File: src/rtl/snn_layer_seq.sv
// snn_layer_seq: steps one fully-connected layer through the shared MAC.
// It produces one output neuron at a time. For each neuron it clears the
// MAC, issues N_IN operand addresses, waits out the memory and LUT latency,
// and then writes the activation to the destination RAM.
module snn_layer_seq #(
    parameter int N_IN   = 784,
    parameter int N_OUT  = 32,
    parameter int IN_AW  = (N_IN > 1) ? $clog2(N_IN) : 1,
    parameter int W_AW   = (N_IN * N_OUT > 1) ? $clog2(N_IN * N_OUT) : 1,
    parameter int OUT_AW = (N_OUT > 1) ? $clog2(N_OUT) : 1
) (
    input  logic              clk,
    input  logic              rst_n,
    input  logic              start,
    output logic              busy,
    output logic              done,
    output logic [IN_AW-1:0]  in_addr,
    output logic [W_AW-1:0]   w_addr,
    output logic              mac_clr,
    output logic              mac_en,
    output logic              act_rd,
    output logic              wr_en,
    output logic [OUT_AW-1:0] wr_addr
);

    localparam logic [IN_AW-1:0]  K_LAST    = IN_AW'(N_IN - 1);
    localparam logic [OUT_AW-1:0] N_LAST    = OUT_AW'(N_OUT - 1);
    localparam logic [W_AW-1:0]   BASE_STEP = W_AW'(N_IN);

    typedef enum logic [2:0] {
        S_IDLE,
        S_CLR,
        S_MAC,
        S_BP1,
        S_BP2,
        S_WRITE,
        S_DONE
    } state_t;

    state_t              r_state;
    state_t              w_state_nxt;
    logic [IN_AW-1:0]    r_k;
    logic [OUT_AW-1:0]   r_n;
    logic [W_AW-1:0]     r_base;
    logic                r_mac_vld_p1;

    // State register; reset drops any pass in flight so no write or done follows
    always_ff @(posedge clk or negedge rst_n) begin
        if (!rst_n) begin
            r_state <= S_IDLE;
        end else begin
            r_state <= w_state_nxt;
        end
    end

    // Next-state and decoded outputs; addresses are zero outside their states
    always_comb begin
        w_state_nxt = r_state;
        busy        = (r_state != S_IDLE);
        done        = 1'b0;
        in_addr     = '0;
        w_addr      = '0;
        mac_clr     = 1'b0;
        act_rd      = 1'b0;
        wr_en       = 1'b0;
        wr_addr     = '0;
        case (r_state)
            S_IDLE: begin
                if (start) begin
                    w_state_nxt = S_CLR;
                end
            end
            S_CLR: begin
                mac_clr     = 1'b1;
                w_state_nxt = S_MAC;
            end
            S_MAC: begin
                in_addr = r_k;
                w_addr  = r_base + W_AW'(r_k);
                if (r_k == K_LAST) begin
                    w_state_nxt = S_BP1;
                end
            end
            S_BP1: begin
                w_state_nxt = S_BP2;
            end
            S_BP2: begin
                act_rd      = 1'b1;
                w_state_nxt = S_WRITE;
            end
            S_WRITE: begin
                wr_en   = 1'b1;
                wr_addr = r_n;
                if (r_n == N_LAST) begin
                    w_state_nxt = S_DONE;
                end else begin
                    w_state_nxt = S_CLR;
                end
            end
            S_DONE: begin
                done        = 1'b1;
                w_state_nxt = S_IDLE;
            end
            default: begin
                w_state_nxt = S_IDLE;
            end
        endcase
    end

    // Neuron index, input index and weight base; base steps by N_IN so no multiply
    always_ff @(posedge clk or negedge rst_n) begin
        if (!rst_n) begin
            r_k    <= '0;
            r_n    <= '0;
            r_base <= '0;
        end else begin
            case (r_state)
                S_IDLE: begin
                    if (start) begin
                        r_n    <= '0;
                        r_base <= '0;
                    end
                end
                S_CLR: begin
                    r_k <= '0;
                end
                S_MAC: begin
                    r_k <= r_k + 1'b1;
                end
                S_WRITE: begin
                    if (r_n != N_LAST) begin
                        r_n    <= r_n + 1'b1;
                        r_base <= r_base + BASE_STEP;
                    end
                end
                default: begin
                end
            endcase
        end
    end

    // MAC enable trails the address by one cycle to match the synchronous read latency
    always_ff @(posedge clk or negedge rst_n) begin
        if (!rst_n) begin
            r_mac_vld_p1 <= 1'b0;
        end else begin
            r_mac_vld_p1 <= (r_state == S_MAC);
        end
    end

    assign mac_en = r_mac_vld_p1;

endmodule

File: config.mk
export PLATFORM = sky130hd
export DESIGN_NAME = snn_layer_seq
export DESIGN_NICKNAME = d
export VERILOG_FILES = /design/src/rtl/snn_layer_seq.sv
export SDC_FILE = /design/constraint.sdc
export NUM_CORES = 1
export LEC_CHECK = 0
export CORE_MARGIN = 1
export CORE_UTILIZATION = 30
export CTS_CLUSTER_DIAMETER = 100
export DETAILED_ROUTE_END_ITERATION = 7
export GPL_TIMING_DRIVEN = 1
export SYNTH_ARGS = -nofsm -noshare
export SYNTH_HDL_FRONTEND = slang
export SYNTH_SLANG_ARGS = --single-unit
export TNS_END_PERCENT = 100
File: constraint.sdc
create_clock -name clk -period 3.6 [get_ports clk]
set_input_delay 0.54 -clock clk [delete_from_list [all_inputs] [get_ports clk]]
set_output_delay 0.54 -clock clk [all_outputs]
set_load 0.005 [all_outputs]
==> reports/metrics.cfg, run 1 <==
[status]
outcome=complete, no violations

[floorplan]
chipHeight_um=86.1
die-area_um2=7420
floorplan.core_area_um2=6830
die_w_um=86.1
boundary_pins=39
rows=30
start_util=0.311

[power_and_ir_drop]
power.sequential.fraction=0.500
switching_share=0.251
power_density_nw_per_um2=262
worst_ir_drop_vdd_v=0.000150
totalPowerFinal_mw=0.707
internal_power_mw=0.529
clkPwrFrac=0.407
power.combinational.fraction=0.093
power.leakage_nw=1.17
switchingPower_mw=0.178

[drt]
detail-route-antenna-nets=0
initial_drc_count=97
drtPass1Iterations=4
wl_per_cell_um=13.8
num_vias=1992
drc_errors=0
average_via_count_per_standard_cell=5.11
finalWirelength_um=5380

[sta]
post-route-period-util=0.896
post-route-min-period_ns=3.23
worst_clock_skew_ns=0.00801
worst-slew-pin-transition_ns=0.723
report.final.slew_viol_count=0
max_slew_margin=0.518
setup_tns_ns=0
hold_violations=0
rsz0062_at_grt=false
maxClockFrequency_mhz=310
finalSetupViolations=0

[global_route]
number_of_global_route_vias_before_repair=1884
initial_antenna_violation_count=0
grt_max_degree=31
globalRouteOverflowTotal=0
grt_first_pass_wirelength_um=9230
aggregate_global_route_resource_usage=0.156

[worst_setup_path]
crit_arrival_ns=2.69
slowest_stage=clkdlybuf4s50_1
critPathKind=flip-flop to output port
worst_setup_path_end_kind=output port
crit_buf_inv=1
critPathRequiredTime_ns=3.06
worst_path_dominant_cell_family=compound AO/OA/AOI/OAI gates
critical_path.startpoint_type=flip-flop
max_stage_delay_ns=0.51
timing.critical_path.cells=ha_1 -> o21ai_0 -> o21ai_1 -> a21oi_1 -> mux2i_1 -> clkdlybuf4s50_1
timing.critical_path.fanout_max=9

[synthesis]
number_of_synthesized_flops_with_an_enable_pin=0
postSynthAreaPerCell_um2=8.26
seq_area_frac_synth=0.354
ys.warnings.count=0
async_reset_ff_frac=1.00
synth_flop_cell=dfrtp_1
synthesis.area_um2=2120
library_cells_used_by_synthesis=40
register_bit_total_from_synthesis=30
syn-instance-count=257
synth_nets=271

[cells_and_area]
num-fill-cells=730
num-nets-final=307
final-instance-count-excl-fill=390
fin_util=0.395
n_antenna_cell=0
syn_to_final_growth_pct=26.9
finish.instance_area_um2=2700
final_layout_size_suffix_gt1_frac=0.0476

[clock_network]
clk_root_buffer_cell=clkbuf_8
clock_sinks=30
clk-insertion-delay-late_ns=0.28
tritoncts=yes
htreeDepth=2
hold_fix_buffer_count_after_cts=0
clk_pin_slew_worst_paths_ns=0.07
tritoncts.num_buffers=5
postCtsResizedCells=0
postCtsSetupBuffers=0
clk_path_buf_depth=2

[hold_path]
hold_path_class=primary input to async pin

[place]
postPlaceCellArea_um2=2600
detailed_place_hpwl_um=3830
placed_cells=382
port_buffers=38
routabilityCongestion=0.806

[flow_run]
timing.max_cap.violations=0

[stage by stage]
| stage | hold WS (ns) | setup WS, ns |
|---|---|---|
| floorplan | 0.244 | 1.33 |
| global placement | 0.504 | 0.707 |
| detailed placement | 0.516 | 0.688 |
| CTS | 0.343 | 0.368 |
| global route | 0.367 | 0.126 |
| finish | 0.315 | 0.373 |
[registers in the layout, indices dropped and copies added, names as in the netlist]
register	flops
r_state	3
mac_en	1
r_base	11
r_n	5
r_k	10
[cells in the final DEF (no fill, tap or decap), types with 2 or more instances in the layout]
cell type,n
a31oi_1,3
buf_4,5
nor3_1,6
clkbuf_8,6
a211oi_1,7
mux2i_1,4
a21o_1,2
a211o_1,2
a21oi_1,12
nand2_1,27
o31ai_1,8
nor2_1,21
inv_1,7
or4_1,3
or3b_1,2
nand3_1,9
o211ai_1,3
nand3b_1,2
ha_1,11
a41o_1,2
and3_1,14
o21ai_0,18
dfrtp_1,30
xnor2_1,11
nor3b_1,2
nand4_1,5
nand2b_1,4
clkdlybuf4s50_1,37
and2_1,14
or3_1,3
[final timing paths]
path	end	slack (ns)	startpoint	depth (start not counted)
min	mac_en	0.31	rst_n	1
max reg2reg	r_base[14]	1.07	r_n[0]	7
max	w_addr[10]	0.37	r_k[6]	6
max in group asynchronous	r_k[0]	2.82	rst_n	1
min in group clk	r_n[4]	0.52	r_n[4]	2
min reg2reg	r_n[4]	0.52	r_n[4]	2
[routing by layer]
metal  track usage  share of wire  vias to the layer above
met4        0.0409         0.0087                        0
met1         0.220           0.52                      960
met5             0              0                        -
met3        0.0260          0.022                        4
li1              -              -                     1001
met2         0.245           0.45                       27
[cell usage after synthesis, drive strengths merged (4+ instances only)]
cell,number,area share
and2,14,0.041
nor3,6,0.014
o21ai,19,0.045
nand2,27,0.048
inv,7,0.012
a211oi,7,0.025
o31ai,8,0.028
nand4,5,0.015
nor2,21,0.037
and3,14,0.041
clkbuf,11,0.019
dfrtp,30,0.35
nand2b,4,0.012
xnor2,11,0.045
nand3,9,0.021
ha,11,0.065
mux2i,4,0.019
a21oi,12,0.028
[final cells by class]
| class | count | area (um^2) | share of cell area |
|---|---|---|---|
| inverter | 7 | 26.3 | 0.00975 |
| timing repair buffer | 43 | 413 | 0.153 |
| clock inverter | 2 | 12.5 | 0.00464 |
| tap | 96 | 120 | 0.0446 |
| clock buffer | 6 | 82.6 | 0.0306 |
| multi-input combinational | 206 | 1290 | 0.479 |
| sequential | 30 | 751 | 0.279 |
[power by group through the flow]
stage          clock, mW  sequential, mW  combinational, mW
2_1_floorplan          0           0.356             0.0387
3_3_place_gp           0           0.360             0.0659
3_5_place_dp           0           0.360             0.0668
4_1_cts            0.298           0.354             0.0670
5_1_grt            0.312           0.355             0.0739
6_report           0.288           0.354             0.0657
[cells by family after synthesis]
logic type                 Yosys count  synth area share
AOI/OAI and AO/OA                   64             0.194
xor gates and xnor gates            11            0.0454
adders and majority gates           11            0.0648
buffers and inverters               21            0.0389
DFF                                 30             0.354
muxes                                4            0.0189
other                                1           0.00177
and+or+nand+nor                    115             0.282
No activity file was read; power rests on OpenSTA's default activity.
==> run 2: changes to the inputs <==
- CAP_MARGIN: unset -> 20
- GPL_ROUTABILITY_DRIVEN: unset -> 1
- SKIP_LAST_GASP: unset -> 1
==> results of run 2 <==
Same layout as run 1: the final DEF is identical, and so are final timing and power.
